## config.mk

```make
export PLATFORM = sky130hd
export DESIGN_NAME = prio_encoder_q
export DESIGN_NICKNAME = d
export VERILOG_FILES = /design/src/rtl/prio_encoder_q.sv
export SDC_FILE = /design/constraint.sdc
export NUM_CORES = 1
export LEC_CHECK = 0
export BUFFER_PORTS_ARGS = -buffer_cell sky130_fd_sc_hd__buf_2
export CORE_UTILIZATION = 35
export CTS_CLUSTER_SIZE = 12
export DETAILED_ROUTE_END_ITERATION = 16
export MAX_ROUTING_LAYER = met4
export PLACE_DENSITY = 0.54
export SYNTH_ARGS = -nofsm -noshare
export SYNTH_HDL_FRONTEND = slang
export SYNTH_SLANG_ARGS = --single-unit
```

## constraint.sdc

```tcl
create_clock -name clk -period 6.1 [get_ports clk]
set_input_delay 0.915 -clock clk [delete_from_list [all_inputs] [get_ports clk]]
set_output_delay 0.915 -clock clk [all_outputs]
set_load 0.1 [all_outputs]
```

## src/rtl/prio_encoder_q.sv

```systemverilog
// Registered priority encoder: sticky-latches request lines and emits one pending index
// per valid/ready transfer, using either fixed (lowest-first) or round-robin selection.
module prio_encoder_q #(
    parameter int unsigned N = 8,
    parameter int unsigned W = $clog2(N)
) (
    input  logic         clk,
    input  logic         rst,
    input  logic [N-1:0] req_in,
    input  logic         mode,
    output logic [W-1:0] code_out,
    output logic         code_valid,
    input  logic         code_ready,
    output logic [N-1:0] pending_out,
    output logic         ovf,
    input  logic         clr_ovf
);

    logic [N-1:0] pending_q, pending_d;
    logic [W-1:0] code_q, code_d;
    logic         valid_q, valid_d;
    logic [W-1:0] rr_ptr_q, rr_ptr_d;
    logic         ovf_q, ovf_d;

    logic [W-1:0] start;
    logic [W-1:0] cand;
    logic [W-1:0] sel;
    logic         found;
    logic         load;
    logic [N-1:0] clear_vec;
    int unsigned  idx;

    // Scan the registered pending vector from the start point, wrapping N-1 -> 0.
    always_comb begin
        found = 1'b0;
        sel   = '0;
        idx   = 0;
        cand  = '0;
        start = mode ? rr_ptr_q : '0;
        for (int unsigned k = 0; k < N; k++) begin
            idx = 32'(start) + k;
            if (idx >= N) begin
                idx = idx - N;
            end
            cand = idx[W-1:0];
            if (!found && pending_q[cand]) begin
                found = 1'b1;
                sel   = cand;
            end
        end
    end

    assign load = found && (!valid_q || code_ready);

    always_comb begin
        clear_vec = '0;
        if (load) begin
            clear_vec[sel] = 1'b1;
        end
    end

    // A request landing on a bit cleared this cycle simply re-arms it; only a
    // request on a bit that stays pending counts as an overflow.
    always_comb begin
        pending_d = (pending_q & ~clear_vec) | req_in;
        ovf_d     = ovf_q;
        if (clr_ovf) begin
            ovf_d = 1'b0;
        end
        if (|(req_in & pending_q & ~clear_vec)) begin
            ovf_d = 1'b1;
        end
    end

    always_comb begin
        code_d   = code_q;
        valid_d  = valid_q;
        rr_ptr_d = rr_ptr_q;
        if (load) begin
            code_d   = sel;
            valid_d  = 1'b1;
            rr_ptr_d = (sel == W'(N - 1)) ? '0 : sel + W'(1);
        end else if (valid_q && code_ready) begin
            valid_d = 1'b0;
        end
    end

    always_ff @(posedge clk or posedge rst) begin
        if (rst) begin
            pending_q <= '0;
            code_q    <= '0;
            valid_q   <= 1'b0;
            rr_ptr_q  <= '0;
            ovf_q     <= 1'b0;
        end else begin
            pending_q <= pending_d;
            code_q    <= code_d;
            valid_q   <= valid_d;
            rr_ptr_q  <= rr_ptr_d;
            ovf_q     <= ovf_d;
        end
    end

    assign code_out    = code_q;
    assign code_valid  = valid_q;
    assign pending_out = pending_q;
    assign ovf         = ovf_q;

endmodule

```

* After elaboration in Yosys (flattened, before gate mapping)
Index checks and enable logic that the tools add are counted.
Cells by class: reductions and logical operators 22, equality and inequality tests 1, bitwise logic cells 5, muxes and demuxes 49, $add $sub $neg 16, magnitude comparators 18
Operators by type and width (count):
- $mux W3 | 18
- $lt A3 B4 Y1 const B | 9
- $ge A4 B4 Y1 const B | 7
- $and A8 B8 Y8 | 3
- $bmux W1 S3 | 8
- $sub A3 B1 Y3 const B | 8
- $mux W1 | 21
- $add A3 B3 Y4 const B | 4
- $logic_and A1 B1 Y1 | 10
- $add A3 B2 Y4 const B | 2
- $logic_not A1 Y1 | 8
- $mux W8 | 1
- $not A8 Y8 | 1
- $or A8 B8 Y8 | 1
- $reduce_or A8 Y1 | 1
- $add A3 B1 Y4 const B | 1
- $ge A3 B4 Y1 const B | 1
- $reduce_bool A2 Y1 | 2
- $add A3 B1 Y3 const B | 1
- $demux W1 S3 | 1
- $eq A3 B3 Y1 const B | 1
- $ge A3 B1 Y1 const B | 1
- $logic_or A1 B1 Y1 | 1
Storage, ports and cells: register bits 16, output and inout port bits 13, bits of input ports 13

* Logic depth before layout (Yosys ltp)
word-level depth 36, gate-level depth with buffers 16, mapped depth without buffers 13

* Worst setup path before layout
OpenSTA, ideal clock, no wires.
path type input to register, start input port mode, end register ovf_q, in the netlist ovf, setup slack 2124 ps, buffers on the path 3, cell stages on the path 14, arrival 3845 ps, library setup time 131 ps, path through buf_6 and2_4 buf_6 inv_2 ha_1 clkbuf_1 mux4_2 o2111ai_2 or4b_1 a311o_1 and2_4 o41a_1 o22ai_2 nand4_1
On the way: longest elaborated chain between the ends 36
Ends and longest elaborated chain:
- start: declaration | RTL line 10 | input logic mode,
- $mux W3 (*) | RTL line 39 | start = mode ? rr_ptr_q : '0;
- branches (longest 30 deep; another with $add A3 B1 Y4)
- $mux W8 (*) | RTL line 57 | if (load) begin
- $not A8 Y8 (*) | RTL line 70 | if (|(req_in & pending_q & ~clear_vec)) begin
- $and A8 B8 Y8 (*) | RTL line 70
- $reduce_or A8 Y1 (*) | RTL line 70
- $mux W1 or $reduce_bool A2 Y1 (tied branches)
- end signal: assignment | RTL line 100 | ovf_q <= ovf_d;
- end: declaration | RTL line 23 | logic ovf_q, ovf_d;
Every way passes the cells marked *. The select of a mux whose other input is x is not followed. A chain may end at the register's enable or synchronous reset.

* Worst setup path in the final report
start input port mode, end register rr_ptr_q[1]
On the way: longest elaborated chain between the ends 29
Ends and longest elaborated chain:
- $mux W3 (*) | RTL line 39
- branches (longest 25 deep; another with $add A3 B1 Y4)
- $mux W3 (*) | RTL line 46 | if (!found && pending_q[cand]) begin
- named net sel[0] | RTL line 27 | logic [W-1:0] sel;
- $add A3 B1 Y3 or $eq A3 B3 Y1 (tied branches) | RTL line 82 | rr_ptr_d = (sel == W'(N - 1)) ? '0 : sel + W'(1);
- $mux W3 (*) | RTL line 82
- end signal: assignment | RTL line 99 | rr_ptr_q <= rr_ptr_d;
- end: declaration | RTL line 22 | logic [W-1:0] rr_ptr_q, rr_ptr_d;
Mark *: on every way through the listed nets, which the timed path passes. The select of a mux whose other input is x is not followed.

==> results.txt <==
- The run finished with clean final reports.
- Entering global routing, the biggest net connects 27 pins.
- The number of nets handed over by synthesis was 225.
* First-iteration detailed-routing DRC count: 146
- The first global-routing pass estimated 7610 microns of wire.
- For the worst setup path, the data arrival time is 4.24 ns.
- The number of global-route vias before repair was 1491.
- Seq/Total Area, Yosys: 21.8%
- Ordered list of cells on the worst path: buf_2 > and2_4 > inv_2 > ha_1 > mux4_2 > o2111ai_2 > or4b_1 > a311o_1 > and2_4 > inv_2 > ha_1 > mux2_2
* Seq cells post-synth: 16
- The slowest stage of the critical path belongs to the cell sky130_fd_sc_hd__or4b_1.
* CTS max path bufs: 2
* Setup TNS: 0 ns
- First-pass iteration count of the detailed router: 4
- In this run the worst path has a maximum fanout of 18.
- Clock root cell: sky130_fd_sc_hd__clkbuf_8
- After clock tree synthesis, the clock-pin slew on the worst setup and hold paths is 0.07 ns.
- In this run, distinct cell masters in the synthesized netlist total 66.
- Post-Route Skew: 0.00263 ns
* Die area: 5530 sq um
- The worst path meets setup with 2.00 ns of slack.
- Drt wl/cell: 16.5 microns
- Routability cong.: 0.897
- DRC: 0
- In this run the post-CTS setup repair buffer count came out at 0.
- Among all flip-flop cells after synthesis, the most frequent one is sky130_fd_sc_hd__dfrtp_1.
- TritonCTS built the clock tree.
- For this run, asynchronously set or reset flops after synthesis account for 100%.
- The mapped netlist covers 1830 sq um.
- The core region is 4880 sq um.
* Number of cells upsized or downsized after cts: 0
- Global router's overall resource usage: 18.7%
- Critical path type: input pin to register
* Via-per-instance ratio: 5.76
- Top-level I/O count: 26
- # hold bufs at CTS: 0
- Worst-case vdd ir drop: 0.339 mV
* Pwr dens: 543 nW/um^2
- The floorplan has 25 rows.
- Starting utilization of the core area: 37.6%
* Quantity of I/O buffers inserted on ports: 25
* Per-instance average area after synthesis: 8.73 sq um
* Total wire length after detailed routing: 4810 microns
- Final Hold Vio Count: 0
* Stage delay of the slowest cell on the critical path: 0.54 ns
- Number of antenna violations at the first check in global routing: 0
* Cell family with most CP delay: simple AND/OR/NAND/NOR gates
- Max-Slew Margin vs Limit: 44.7%
- Fraction of final layout cells sized beyond drive strength 1: 25.0%
* Final setup violation count: 0
* Period utilisation layout: 67.2%
- Leakage: 0.769 nW
- CTS saw 16 sinks.
- H-Tree Level Count: 1
* Min Clock Period, post-route: 4.10 ns
- Setup repair after global routing missed its margin: false
- Least-Margin Pin Slew: 0.829 ns
- Worst path required time: 6.24 ns
* Signed area change from the synthesized netlist to the final layout: 9.69%
- Crit path launch type: input pin
- The completed layout was analyzed and its total power is 1.09 mW.
* Via count: 1677
- Detailed placer's ending HPWL: 3640 microns
* Place WS: 1.77 ns
- Counting flops with a built-in enable in the synthesized netlist gives 0.
* Max-Cap Viols: 0
- Clock latency on the worst-skew pair, taken at its later pin, is 0.25 ns.
* Class of the most critical hold timing path: register to register
* Max frequency: 244 MHz
- Counting the buffers created by CTS gives 3.
- In this run the remaining antenna-violating nets after routing total 0.
- From bottom edge to top edge, the die measures 74.4 microns.
- Counting both buffers and inverters, the worst setup path holds a total of 3.
- Yosys printed 0 warnings.
- The repair_antennas step left the layout with diodes totalling 0.
* Chip width: 74.4 microns
- The total overflow left after global routing is 0.
- Nets@finish: 240
- The worst setup path is captured at a register.
- Synth Instances: 210
- Max-slew violations: 0
worst paths after layout:
check	from	endpoint	slack (ns)	depth (start not counted)
hold reg to reg	code_out[1]	code_out[1]	0.51	1
setup / recovery	mode	rr_ptr_q[1]	2.00	12
hold / removal	code_out[1]	code_out[1]	0.51	1
max in group asynchronous	rst	rr_ptr_q[1]	4.96	2
min in group asynchronous	rst	pending_out[2]	0.73	2
setup reg to reg	rr_ptr_q[1]	rr_ptr_q[1]	2.06	11
cell usage in the layout (no fill, tap or decap), types with 7 or more instances in the layout:
cell type	count
sky130_fd_sc_hd__inv_1	9
sky130_fd_sc_hd__mux2i_1	15
sky130_fd_sc_hd__a21oi_1	9
sky130_fd_sc_hd__dfrtp_1	16
sky130_fd_sc_hd__nor2_1	9
sky130_fd_sc_hd__nand2b_1	7
sky130_fd_sc_hd__nand2_1	14
sky130_fd_sc_hd__o21ai_0	13
sky130_fd_sc_hd__buf_2	25
per-stage QoR:
stage / hold slack, ns / util, % / cells / area, sq um
3_5_place_dp: 0.493 / 40.1 / 287 / 1960
5_1_grt: 0.527 / 41.2 / 291 / 2010
6_report: 0.510 / 41.2 / 291 / 2010
4_1_cts: 0.511 / 41.2 / 291 / 2010
2_1_floorplan: 0.567 / - / 210 / 1830
3_3_place_gp: 0.490 / 40.1 / 287 / 1960
routing by layer:
metal	global-route usage (%)	routed length [microns]	vias up
li1	-	-	827
met1	26.5	2320	789
met2	28.1	2130	55
met3	1.49	281	6
met4	6.08	82	0
met5	-	0	-
flip-flops by register name, summed over array words and instances, names as in the netlist:
signal,count
code_out,3
code_valid,1
ovf,1
rr_ptr_q,3
pending_out,8
synthesized netlist by cell type, types with 2 or more instances:
| library cell | instances | area share, % |
|---|---|---|
| sky130_fd_sc_hd__buf_2 | 3 | 0.82 |
| sky130_fd_sc_hd__ha_1 | 2 | 1.4 |
| sky130_fd_sc_hd__nor2_1 | 9 | 1.8 |
| sky130_fd_sc_hd__nand2b_1 | 7 | 2.4 |
| sky130_fd_sc_hd__or2_2 | 2 | 0.68 |
| sky130_fd_sc_hd__nor2b_1 | 3 | 1.0 |
| sky130_fd_sc_hd__o211ai_1 | 2 | 0.82 |
| sky130_fd_sc_hd__o21bai_1 | 3 | 1.2 |
| sky130_fd_sc_hd__dfrtp_1 | 16 | 22 |
| sky130_fd_sc_hd__a211oi_1 | 3 | 1.2 |
| sky130_fd_sc_hd__nand2_1 | 14 | 2.9 |
| sky130_fd_sc_hd__inv_1 | 9 | 1.8 |
| sky130_fd_sc_hd__inv_2 | 2 | 0.41 |
| sky130_fd_sc_hd__o32a_1 | 3 | 1.6 |
| sky130_fd_sc_hd__buf_6 | 3 | 1.8 |
| sky130_fd_sc_hd__a21oi_1 | 9 | 2.5 |
| sky130_fd_sc_hd__nand2_2 | 2 | 0.68 |
| sky130_fd_sc_hd__and2_4 | 2 | 0.96 |
| sky130_fd_sc_hd__clkbuf_1 | 8 | 1.6 |
| sky130_fd_sc_hd__o22ai_1 | 3 | 1.0 |
| sky130_fd_sc_hd__a311o_1 | 2 | 1.1 |
| sky130_fd_sc_hd__and2_1 | 6 | 2.0 |
| sky130_fd_sc_hd__buf_4 | 2 | 0.82 |
| sky130_fd_sc_hd__nand4b_1 | 2 | 0.96 |
| sky130_fd_sc_hd__o21ai_0 | 13 | 3.5 |
| sky130_fd_sc_hd__nand4_1 | 2 | 0.68 |
| sky130_fd_sc_hd__xor2_1 | 2 | 0.96 |
| sky130_fd_sc_hd__nand3b_1 | 2 | 0.82 |
| sky130_fd_sc_hd__a21boi_0 | 3 | 1.2 |
| sky130_fd_sc_hd__mux2_2 | 6 | 3.7 |
| sky130_fd_sc_hd__a21o_1 | 6 | 2.5 |
| sky130_fd_sc_hd__o21ba_2 | 2 | 1.1 |
| sky130_fd_sc_hd__mux4_2 | 2 | 2.5 |
| sky130_fd_sc_hd__o32ai_1 | 2 | 0.96 |
| sky130_fd_sc_hd__a221o_1 | 4 | 2.2 |
| sky130_fd_sc_hd__mux2i_1 | 15 | 8.2 |
| sky130_fd_sc_hd__nor3_1 | 5 | 1.4 |
area by class of cell:
type                       count  area (sq um)
clock buffer                   4          55.1
multi-input combinational    167          1300
tap                           67          83.8
fill                         506          2870
timing repair buffer          26           133
sequential                    16           400
inverter                      11          41.3
kinds of logic (layout without fill, tap and decap cells):
group	after synthesis	in the layout	share of synthesized area (%)
mux	26	26	17.7
buf+inv	27	41	7.37
flops	16	16	21.8
fa+ha+maj	2	2	1.36
xor+xnor	3	3	1.43
simple gates	65	65	20.9
compound gates	71	71	29.4
where the power goes:
| group | internal [mW] | switching, mW | total (mW) |
|---|---|---|---|
| combinational | 0.269 | 0.490 | 0.759 |
| clock | 0.0573 | 0.0385 | 0.0958 |
| sequential | 0.138 | 0.0990 | 0.237 |
| total | 0.464 | 0.628 | 1.09 |
No activity file was read; power rests on OpenSTA's default activity.
